<file path="src/rtl/jtag_pkg.sv">
// Shared definitions for the on-chip JTAG scan master:
// command op codes, FSM states and the TAP reset walk length.
package jtag_pkg;

  typedef enum logic [1:0] {
    OP_DR    = 2'd0,
    OP_IR    = 2'd1,
    OP_RESET = 2'd2,
    OP_RSVD  = 2'd3
  } op_e;

  typedef enum logic [3:0] {
    INIT,
    IDLE,
    TLR,
    SEL_DR,
    SEL_IR,
    CAPTURE,
    SHIFT,
    EXIT1,
    UPDATE,
    RTI,
    RESP
  } state_e;

  localparam int TLR_TCKS = 5;

endpackage

</file>
<file path="src/rtl/jtag_tck_gen.sv">
// TCK generator: CLK_DIV clk low, CLK_DIV clk high per bit,
// with strobes marking the edges of the bit that is about to happen.
module jtag_tck_gen #(
  parameter int CLK_DIV = 2
) (
  input  logic clk_i,
  input  logic rst_i,
  input  logic enable_i,
  output logic tck_o,
  output logic fall_stb_o,
  output logic rise_stb_o,
  output logic bit_done_o
);

  localparam int CW = $clog2(2 * CLK_DIV + 1);
  localparam logic [CW-1:0] HALF = CW'(CLK_DIV);
  localparam logic [CW-1:0] FULL = CW'(2 * CLK_DIV);

  logic [CW-1:0] cnt_q, cnt_d;
  logic          tck_q, tck_d;

  // cnt 0 only marks a fresh start; the end of a high phase is also
  // the start of the next bit.
  assign rise_stb_o = enable_i && (cnt_q == HALF);
  assign bit_done_o = enable_i && (cnt_q == FULL);
  assign fall_stb_o = enable_i && ((cnt_q == '0) || (cnt_q == FULL));
  assign tck_o      = tck_q;

  always_comb begin
    cnt_d = '0;
    tck_d = 1'b0;
    if (enable_i) begin
      cnt_d = fall_stb_o ? CW'(1) : cnt_q + 1'b1;
      if (rise_stb_o)      tck_d = 1'b1;
      else if (fall_stb_o) tck_d = 1'b0;
      else                 tck_d = tck_q;
    end
  end

  always_ff @(posedge clk_i or posedge rst_i) begin
    if (rst_i) begin
      cnt_q <= '0;
      tck_q <= 1'b0;
    end else begin
      cnt_q <= cnt_d;
      tck_q <= tck_d;
    end
  end

endmodule

</file>
<file path="src/rtl/jtag_scan_master.sv">
// JTAG master: turns one IR/DR scan or TAP reset command into a
// TMS/TDI walk from Run-Test/Idle back to Run-Test/Idle.
module jtag_scan_master
  import jtag_pkg::*;
#(
  parameter int MAX_LEN = 32,
  parameter int CLK_DIV = 2
) (
  input  logic                       clk,
  input  logic                       rst,
  input  logic                       cmd_valid,
  output logic                       cmd_ready,
  input  logic [1:0]                 cmd_op,
  input  logic [$clog2(MAX_LEN+1)-1:0] cmd_len,
  input  logic [MAX_LEN-1:0]         cmd_data,
  output logic                       resp_valid,
  input  logic                       resp_ready,
  output logic [MAX_LEN-1:0]         resp_data,
  output logic                       resp_err,
  output logic                       busy,
  output logic                       tck,
  output logic                       tms,
  output logic                       tdi,
  input  logic                       tdo
);

  localparam int LW = $clog2(MAX_LEN + 1);
  localparam int BW = (LW > 3) ? LW : 3;
  localparam int IW = $clog2(MAX_LEN);

  state_e             state_q, state_d;
  logic [BW-1:0]      bcnt_q, bcnt_d;
  logic [BW-1:0]      len_q, len_d;
  logic [MAX_LEN-1:0] data_q, data_d;
  logic [MAX_LEN-1:0] cap_q, cap_d;
  logic               ir_q, ir_d;
  logic               err_q, err_d;
  logic               tms_q, tms_d;
  logic               tdi_q, tdi_d;
  logic               en, fall_stb, rise_stb, bit_done;
  logic               bad_cmd;

  assign en = (state_q != IDLE) && (state_q != RESP);
  assign bad_cmd = (cmd_len == '0) || (cmd_len > LW'(MAX_LEN))
                 || (cmd_op == OP_RSVD);

  jtag_tck_gen #(.CLK_DIV(CLK_DIV)) u_tck (
    .clk_i      (clk),
    .rst_i      (rst),
    .enable_i   (en),
    .tck_o      (tck),
    .fall_stb_o (fall_stb),
    .rise_stb_o (rise_stb),
    .bit_done_o (bit_done)
  );

  always_comb begin
    state_d = state_q;
    bcnt_d  = bcnt_q;
    len_d   = len_q;
    data_d  = data_q;
    cap_d   = cap_q;
    ir_d    = ir_q;
    err_d   = err_q;
    tms_d   = tms_q;
    tdi_d   = tdi_q;
    unique case (state_q)
      INIT, TLR: if (bit_done) begin
        if (bcnt_q == BW'(TLR_TCKS)) begin
          bcnt_d  = '0;
          state_d = (state_q == INIT) ? IDLE : RESP;
        end else begin
          bcnt_d = bcnt_q + 1'b1;
        end
      end
      IDLE: if (cmd_valid) begin
        cap_d  = '0;
        err_d  = 1'b0;
        bcnt_d = '0;
        ir_d   = (cmd_op == OP_IR);
        len_d  = BW'(cmd_len);
        data_d = cmd_data;
        if (bad_cmd) begin
          err_d   = 1'b1;
          state_d = RESP;
        end else if (cmd_op == OP_RESET) begin
          state_d = TLR;
        end else begin
          state_d = RTI;
        end
      end
      RTI:     if (bit_done) state_d = SEL_DR;
      SEL_DR:  if (bit_done) state_d = ir_q ? SEL_IR : CAPTURE;
      SEL_IR:  if (bit_done) state_d = CAPTURE;
      CAPTURE: if (bit_done) state_d = SHIFT;
      SHIFT: begin
        if (rise_stb) cap_d[bcnt_q[IW-1:0]] = tdo;
        if (bit_done) begin
          data_d = data_q >> 1;
          if (bcnt_q == len_q - 1'b1) begin
            bcnt_d  = '0;
            state_d = EXIT1;
          end else begin
            bcnt_d = bcnt_q + 1'b1;
          end
        end
      end
      EXIT1:   if (bit_done) state_d = UPDATE;
      UPDATE:  if (bit_done) state_d = RESP;
      RESP:    if (resp_ready) state_d = IDLE;
      default: state_d = INIT;
    endcase
    // TMS/TDI for the bit that starts at this edge come from the
    // state that bit belongs to.
    if (fall_stb) begin
      tdi_d = 1'b0;
      unique case (state_d)
        INIT, TLR: tms_d = (bcnt_d < BW'(TLR_TCKS));
        RTI:       tms_d = 1'b1;
        SEL_DR:    tms_d = ir_q;
        SHIFT: begin
          tms_d = (bcnt_d == len_q - 1'b1);
          tdi_d = data_d[0];
        end
        EXIT1:     tms_d = 1'b1;
        default:   tms_d = 1'b0;
      endcase
    end
  end

  always_ff @(posedge clk or posedge rst) begin
    if (rst) begin
      state_q <= INIT;
      bcnt_q  <= '0;
      len_q   <= '0;
      data_q  <= '0;
      cap_q   <= '0;
      ir_q    <= 1'b0;
      err_q   <= 1'b0;
      tms_q   <= 1'b1;
      tdi_q   <= 1'b0;
    end else begin
      state_q <= state_d;
      bcnt_q  <= bcnt_d;
      len_q   <= len_d;
      data_q  <= data_d;
      cap_q   <= cap_d;
      ir_q    <= ir_d;
      err_q   <= err_d;
      tms_q   <= tms_d;
      tdi_q   <= tdi_d;
    end
  end

  assign cmd_ready  = (state_q == IDLE);
  assign resp_valid = (state_q == RESP);
  assign resp_data  = cap_q;
  assign resp_err   = err_q;
  assign busy       = en;
  assign tms        = tms_q;
  assign tdi        = tdi_q;

endmodule
</file>
<file path="config.mk">
export PLATFORM = sky130hd
export DESIGN_NAME = jtag_scan_master
export DESIGN_NICKNAME = d
export VERILOG_FILES = /design/src/rtl/jtag_pkg.sv /design/src/rtl/jtag_tck_gen.sv /design/src/rtl/jtag_scan_master.sv
export SDC_FILE = /design/constraint.sdc
export NUM_CORES = 1
export LEC_CHECK = 0
export CORE_MARGIN = 2
export CORE_UTILIZATION = 30
export CTS_CLUSTER_DIAMETER = 50
export DETAILED_ROUTE_END_ITERATION = 8
export PLACE_DENSITY = 0.53
export REMOVE_ABC_BUFFERS = 1
export SYNTH_ARGS = -nofsm -noshare
export SYNTH_HDL_FRONTEND = slang
export SYNTH_SLANG_ARGS = --single-unit
</file>
<file path="constraint.sdc">
create_clock -name clk -period 7.35 [get_ports clk]
set_clock_uncertainty 0.05 [all_clocks]
set_input_delay 0.735 -clock clk [delete_from_list [all_inputs] [get_ports clk]]
set_output_delay 0.735 -clock clk [all_outputs]
set_load 0.005 [all_outputs]
</file>
==> metrics.md, run 1 <==
| Metric | Value |
|---|---|
| Postcts setup bufs | `0` |
| Diode count | `0` |
| DR vias | `roughly 4.5k` |
| Cell Int Power | `roughly 780 uW` |
| IO Port Bufs | `83` |
| Combinational power share | `0.046` |
| Grt total ovfl | `0` |
| Max VDD drop | `between 0.0001 and 0.00015 V` |
| CTS Buf Count | `9` |
| CP required | `approximately 7.5 ns` |
| WP depth | `9` |
| Syn Inst Count | `between 500 and 600` |
| Register Area | `2200 um2` |
| Crit end category | `flip-flop` |
| # H-tree levels | `3` |
| Setup crit start kind | `flip-flop` |
| Minimum clock period | `3.43 ns` |
| Worst-skew pair later-pin latency | `around 0.35 ns` |
| Vias per Instance | `around 5.3` |
| Worst slew pin tran | `~0.94 ns` |
| Sw frac | `0.210` |
| Routed WL per cell | `about 16 um` |
| Final setup vio count | `0` |
| Number of enable flip-flop cells after synthesis | `0` |
| Rel. slew slack | `0.371` |
| Seq/Total Area, Yosys | `0.448` |
| 1st-pass router iterations | `5` |
| Hpwl dp | `9960 um` |
| Dpl cells | `831` |
| CP Cell Sequence | `and4bb_2 > or2_2 > inv_1 > nand2_1 > nor2_2 > buf_4 > nor2_2 > a221oi_1 > o31ai_1` |
| Status | `completed` |
| Clk sinks | `88` |
| Pre-CTS setup slack | `3.89 ns` |
| TNS Setup | `0 ns` |
| Die width | `roughly 130 um` |
| Hold path cells | `2` |
| Cell family with most CP delay | `simple AND/OR/NAND/NOR gates` |
| Filler cells | `approximately 1.6k` |
| Max-Cap Viols | `0` |
| FMAX | `292 MHz` |
| # IOs | `84` |
| P_leak | `between 0.002 and 0.003 uW` |
| Syn Area/Cell | `about 8.7 um2` |
| Cell area after synthesis | `4920 um2` |
| Pin count of the biggest net entering global routing | `between 50 and 60` |
| CP max stage cell | `dfrtp_1` |
| First-pass GRT wire length | `between 20000 and 25000 um` |
| CTS clk-pin slew, worst paths | `approximately 0.060 ns` |
| Vias in the first global route | `4478` |
| WS Path Type | `flip-flop to flip-flop` |
| Crit path buf inv count | `2` |
| Initial Utilization | `0.309` |
| Reg2Reg Depth | `9` |
| Flops & latches, synth | `between 80 and 90` |
| Layout Nets | `between 600 and 700` |
| Clock share of power | `0.459` |
| Row cnt | `46` |
| Fin. max-slew vios | `0` |
| Synth cell types | `67` |
| Post-CTS Resized | `0` |
| Tot GR Track Use | `0.163` |
| Final core utilization | `0.389` |
| Die Ht | `between 100 and 150 um` |
| Core footprint | `15900 um2` |
| Syn-to-layout area delta | `26.2%` |
| CTS Hold Bufs | `0` |
| CP max FO | `23` |
| Final instance count without filler cells | `~850` |
| Yosys warning count | `0` |
| Final hold violations | `0` |
| Initial DRC count | `286` |
| Final wirelength | `13900 um` |
| P per Cell Area | `159 nW/um2` |
| Hold Slack | `between 0.4 and 0.5 ns` |
| Post-route ant nets | `0` |
| Tcrit/Tclk final | `0.467` |
| Worst Path Arrival | `3.60 ns` |
| Die Area | `17400 um2` |
| CTS tree | `yes` |
| RSZ-0062 raised after global routing | `no` |
| Async S/R FF share, synth | `1.00` |
| Psw | `207 uW` |
| Initial antenna violation count | `0` |
| Drt drc | `0` |
| Power share of the sequential group | `0.495` |
| Min-delay worst type | `flip-flop to flip-flop` |
| Clk root buf | `clkbuf_16` |
| Synth Flop Type | `dfrtp_1` |
| Multi-input combinational cell area | `2500 um2` |
| GPL Wtd Cong | `slightly below 0.9` |
| Crit-path most repeated cell | `nor2_2` |
| PnR worst setup slack | `about 3.9 ns` |
| Clk buf depth | `2` |
| Layout cells sized above 1 | `0.0697` |
| Critical path's largest stage delay | `between 0.7 and 0.8 ns` |
## cells by family after synthesis
logic type      after synthesis  synth area share
xor+xnor                     15            0.0326
flops                        88             0.448
simple gates                207             0.206
compound gates              189             0.246
fa+ha+maj                     8            0.0203
buf+inv                      55            0.0458
mux                           1           0.00203
## sequential cells by signal, indices dropped and copies added, names as in the netlist
register and cells:
data_q 32, resp_data 32, bcnt_q 6, len_q 6, state_q 4, u_tck.cnt_q 3, ir_q 1, resp_err 1
tdi 1, tms 1, u_tck.tck_o 1
## final timing paths
path,from,to,slack (ns)
setup / recovery,state_q[2],tdi,3.92
hold / removal,data_q[1],data_q[1],0.42
setup reg to reg,state_q[2],tdi,3.92
hold reg to reg,data_q[1],data_q[1],0.42
max in group asynchronous,rst,resp_data[26],5.42
min in group asynchronous,rst,data_q[21],0.70
## metal layers
layer | up-vias | global-route usage | share of wire
met4 | 0 | 0.0393 | 0.012
met2 | 155 | 0.262 | 0.47
met3 | 13 | 0.0484 | 0.061
li1 | 2123 | - | -
met5 | - | 0 | 0
met1 | 2184 | 0.215 | 0.46
## per-stage QoR
step,area (um2),total power (uW)
2_1_floorplan,4760,508
3_3_place_gp,5920,543
3_5_place_dp,5920,544
4_1_cts,6210,999
5_1_grt,6210,1020
6_report,6210,988
## placed cells by master, fill, tap and decap left out, drive strengths merged, types with 7 or more instances in the layout
| cell type | synthesis | layout |
|---|---|---|
| clkbuf | 29 | 16 |
| a211oi | 7 | 7 |
| nand2 | 108 | 108 |
| nor2 | 24 | 24 |
| a21oi | 40 | 40 |
| clkdlybuf4s50 | 0 | 83 |
| nand2b | 7 | 7 |
| xnor2 | 9 | 9 |
| o21ai | 70 | 70 |
| nor3 | 9 | 9 |
| o31ai | 12 | 12 |
| inv | 17 | 16 |
| buf | 9 | 7 |
| nand3 | 14 | 14 |
| a22oi | 30 | 30 |
| dfrtp | 87 | 87 |
| ha | 8 | 8 |
## layout make-up
| type | instances | area share |
|---|---|---|
| Multi-Input combinational cell | 420 | 0.402 |
| Sequential cell | 88 | 0.355 |
| Timing Repair Buffer | 90 | 0.142 |
| Clock buffer | 16 | 0.0469 |
| Tap cell | 216 | 0.0435 |
| Inverter | 17 | 0.0105 |
## power by group through the flow
| stage | sequential, uW | clock [uW] | combinational (uW) |
|---|---|---|---|
| 2_1_floorplan | 497 | 0 | 10.5 |
| 3_5_place_dp | 497 | 0 | 46.7 |
| 3_3_place_gp | 497 | 0 | 46.2 |
| 5_1_grt | 488 | 485 | 50.3 |
| 4_1_cts | 488 | 464 | 46.9 |
| 6_report | 488 | 453 | 45.7 |
## worst reg2reg max path: stages, from the launching register on
cell,delay (ns)
dfrtp_1,0.75
and4bb_2,0.33
or2_2,0.31
inv_1,0.16
nand2_1,0.14
nor2_2,0.73
buf_4,0.34
nor2_2,0.07
a221oi_1,0.32
o31ai_1,0.11
## synth_stat cells (all sizes together) (7+ instances only)
cell type / count / area, um2
a211oi: 7 / 52.6
a21oi: 40 / 200
a22oi: 30 / 225
buf: 9 / 52.5
clkbuf: 29 / 109
dfrtp: 87 / 2180
ha: 8 / 100
inv: 17 / 63.8
nand2: 108 / 405
nand2b: 7 / 43.8
nand3: 14 / 70.1
nor2: 24 / 90.1
nor3: 9 / 50.1
o21ai: 70 / 350
o31ai: 12 / 124
xnor2: 9 / 78.8
Note: power is estimated with default switching activity, not from simulation.
==> run 2, diff against run 1 <==
--- a/config.mk
+++ b/config.mk
@@ -9,7 +9,7 @@
 export CORE_UTILIZATION = 30
 export CTS_CLUSTER_DIAMETER = 50
 export DETAILED_ROUTE_END_ITERATION = 8
-export PLACE_DENSITY = 0.53
+export PLACE_DENSITY = 0.55
 export REMOVE_ABC_BUFFERS = 1
 export SYNTH_ARGS = -nofsm -noshare
 export SYNTH_HDL_FRONTEND = slang
==> constraint.sdc (replaced) <==
create_clock -name clk -period 3 [get_ports clk]
set_clock_uncertainty 0.05 [all_clocks]
set_input_delay 0.3 -clock clk [delete_from_list [all_inputs] [get_ports clk]]
set_output_delay 0.3 -clock clk [all_outputs]
set_load 0.005 [all_outputs]
==> run 2 against run 1 <==
Compared with the run above:
- global-route usage up 0.16 points
- non-clock buffer count up 25
- sequential power up 150%
- combinational power up 150%
- worst hold slack worse by 0.14 ns
- total power rose to 2.5 times the previous value
- critical path depth up 1
- cell count up 2.8%
- clock power rose to 2.6 times the previous value
- via count up 2.0%
- critical path type unchanged
==> metrics.md, run 2 (synthesis gave the netlist of run 1 again) <==
| Metric | Value |
|---|---|
| # IOs | `84 (unchanged)` |
| CP max FO | `7 (-70%)` |
| Critical path's largest stage delay | `0.42 ns (-0.33 ns)` |
| Combinational power share | `0.046 (about the same)` |
| CTS Buf Count | `9 (unchanged)` |
| Final setup vio count | `0 (unchanged)` |
| Most frequent cells in the layout | `nand2_1, dfrtp_1, clkdlybuf4s50_1, o21ai_0, a21oi_1` |
| Vias in the first global route | `4618 (+3.1%)` |
| Core footprint | `15900 um2 (unchanged)` |
| Fin. max-slew vios | `0 (unchanged)` |
| CTS clk-pin slew, worst paths | `0.06 ns (about the same)` |
| Min-delay worst type | `primary input to asynchronous set/reset pin` |
| Pin count of the biggest net entering global routing | `57 (-1.7%)` |
| # H-tree levels | `3 (unchanged)` |
| Syn-to-layout area delta | `31.0%` |
| Clk buf depth | `2 (unchanged)` |
| Final wirelength | `14200 um (+1.7%)` |
| Worst Path Arrival | `3.02 ns (-0.58 ns)` |
| Cell Int Power | `1970 uW (+150%)` |
| DR vias | `4566 (+2.0%)` |
| Final instance count without filler cells | `871 (+2.8%)` |
| CP Cell Sequence | `inv_1 > ha_1 > xor3_1 > nor3_1 > nand3_2 > o31ai_4 > o21ai_1 > xor2_1 > nand4_1 > o31ai_2` |
| Dpl cells | `856 (+3.0%)` |
| Rel. slew slack | `0.553 (+0.182)` |
| PnR worst setup slack | `0.196 ns (-3.72 ns)` |
| Worst-skew pair later-pin latency | `0.35 ns (about the same)` |
| Initial DRC count | `271 (-5.2%)` |
| Final hold violations | `0 (unchanged)` |
| WS Path Type | `flip-flop to flip-flop` |
| P_leak | `0.00280 uW (+5.0%)` |
| Clock share of power | `0.472 (+0.013)` |
| Layout cells sized above 1 | `0.113 (+0.0432)` |
| Crit end category | `flip-flop` |
| First-pass GRT wire length | `23200 um (+0.57%)` |
| IO Port Bufs | `83 (unchanged)` |
| Fin area | `6450 um2 (+3.8%)` |
| Tcrit/Tclk final | `0.935 (+0.468)` |
| Power share of the sequential group | `0.482 (-0.013)` |
| Clk root buf | `clkbuf_16` |
| Vias per Instance | `5.24 (-0.78%)` |
| Die Ht | `132 um (unchanged)` |
| CTS Hold Bufs | `0 (unchanged)` |
| Pre-CTS setup slack | `0.00367 ns (-3.89 ns)` |
| FMAX | `357 MHz (+22%)` |
| Die width | `132 um (unchanged)` |
| Sw frac | `0.206 (-0.00343)` |
| 1st-pass router iterations | `4 (-1)` |
| CP required | `3.22 ns (-4.30 ns)` |
| Max VDD drop | `0.000403 V (+260%)` |
| Worst slew pin tran | `0.668 ns (-0.268 ns)` |
| CTS tree | `yes` |
| Hpwl dp | `10300 um (+3.1%)` |
| Initial Utilization | `0.309 (unchanged)` |
| Grt total ovfl | `0 (unchanged)` |
| Status | `completed` |
| Area after DPL | `6120 um2 (+3.4%)` |
| Drt drc | `0 (unchanged)` |
| Routed WL per cell | `16.3 um (-1.1%)` |
| CP max stage cell | `o31ai_4` |
| Reg-to-Reg Start | `len_q[0]` |
| Die Area | `17400 um2 (unchanged)` |
| Psw | `512 uW (+150%)` |
| Minimum clock period | `2.80 ns (-0.625 ns)` |
| Tot GR Track Use | `0.164 (+0.00160)` |
| Row cnt | `46 (unchanged)` |
| Max-Cap Viols | `0 (unchanged)` |
| Reg-to-reg endpoint | `tms` |
| Most common cell after layout, fill and taps aside | `nand2_1` |
| Total power | `2480 uW (+150%)` |
| P per Cell Area | `385 nW/um2 (+140%)` |
| Crit path buf inv count | `1 (-1)` |
| Initial antenna violation count | `0 (unchanged)` |
| Crit path from | `len_q[0]` |
| Reg2Reg Depth | `10 (+1)` |
| Diode count | `0 (unchanged)` |
| Clk sinks | `88 (unchanged)` |
| GPL Wtd Cong | `0.871 (-0.35%)` |
| Setup crit start kind | `flip-flop` |
| R2r setup slk | `0.20 ns (-3.72 ns)` |
| Layout Nets | `704 (+3.7%)` |
| Cell family with most CP delay | `compound AO/OA/AOI/OAI gates` |
| Post-route ant nets | `0 (unchanged)` |
[run 2: power by group through the flow]
stage / clock, uW / combinational, uW / sequential (uW)
3_3_place_gp: 0 / 113 / 1220
5_1_grt: 1250 / 124 / 1200
4_1_cts: 1200 / 116 / 1200
6_report: 1170 / 113 / 1200
3_5_place_dp: 0 / 116 / 1220
2_1_floorplan: 0 / 25.7 / 1220
[run 2: what timing repair did]
action / 4_1_cts / 5_1_grt
gates resized for setup: 0 / 4
endpoints found under the setup margin: 0 / 1
buffers inserted: 0 / 0
[run 2: metal layers]
layer / global-route usage / wire [um]
met2: 0.268 / 6620
met1: 0.207 / 6350
met4: 0.0616 / 294
met3: 0.0469 / 900
met5: 0 / 0
[run 2: final cells by class]
type                       count  area [um2]
clock buffer                  13         270
clock inverter                 2        37.5
fill                        1596        9500
inverter                      17        65.1
multi-input combinational    420        2520
sequential                    88        2200
tap                          216         270
timing repair buffer         115        1080
[run 2: how the worst max path moves through the flow]
| stage | to | slack, ns | cells after the start |
|---|---|---|---|
| 2_1_floorplan | tdi | -1.12 | 5 |
| 3_3_place_gp | tms | 0.07 | 9 |
| 3_5_place_dp | tms | 0.004 | 9 |
| 4_1_cts | tms | 0.17 | 10 |
| 5_1_grt | tms | -0.02 | 10 |
| 6_report | tms | 0.20 | 10 |
[run 2: worst reg2reg max path, delay by kind of cell (launching register included)]
family,cells,cell delay [ns]
buffers and inverters,1,0.10
AO/OA/AOI/OAI,3,0.86
XOR/XNOR,2,0.43
AND/OR/NAND/NOR,3,0.63
adder cells (fa/ha/maj),1,0.26
flip-flops,1,0.38
[run 2: metrics by stage]
stage | util | hold slack, ns | TNS, ns
2_1_floorplan | - | 0.355 | -29.94
3_3_place_gp | 0.384 | 0.406 | 0
3_5_place_dp | 0.384 | 0.416 | 0
4_1_cts | 0.403 | 0.292 | 0
5_1_grt | 0.404 | 0.329 | -0.0211
6_report | 0.404 | 0.277 | 0
==> run 3, diff against run 2 <==
--- a/config.mk
+++ b/config.mk
@@ -8,9 +8,11 @@
 export CORE_MARGIN = 2
 export CORE_UTILIZATION = 30
 export CTS_CLUSTER_DIAMETER = 50
+export CTS_CLUSTER_SIZE = 12
 export DETAILED_ROUTE_END_ITERATION = 8
 export PLACE_DENSITY = 0.55
 export REMOVE_ABC_BUFFERS = 1
+export SKIP_LAST_GASP = 1
 export SYNTH_ARGS = -nofsm -noshare
 export SYNTH_HDL_FRONTEND = slang
 export SYNTH_SLANG_ARGS = --single-unit
==> results of run 3 <==
Final layout, timing and power as in run 2 (identical DEF).
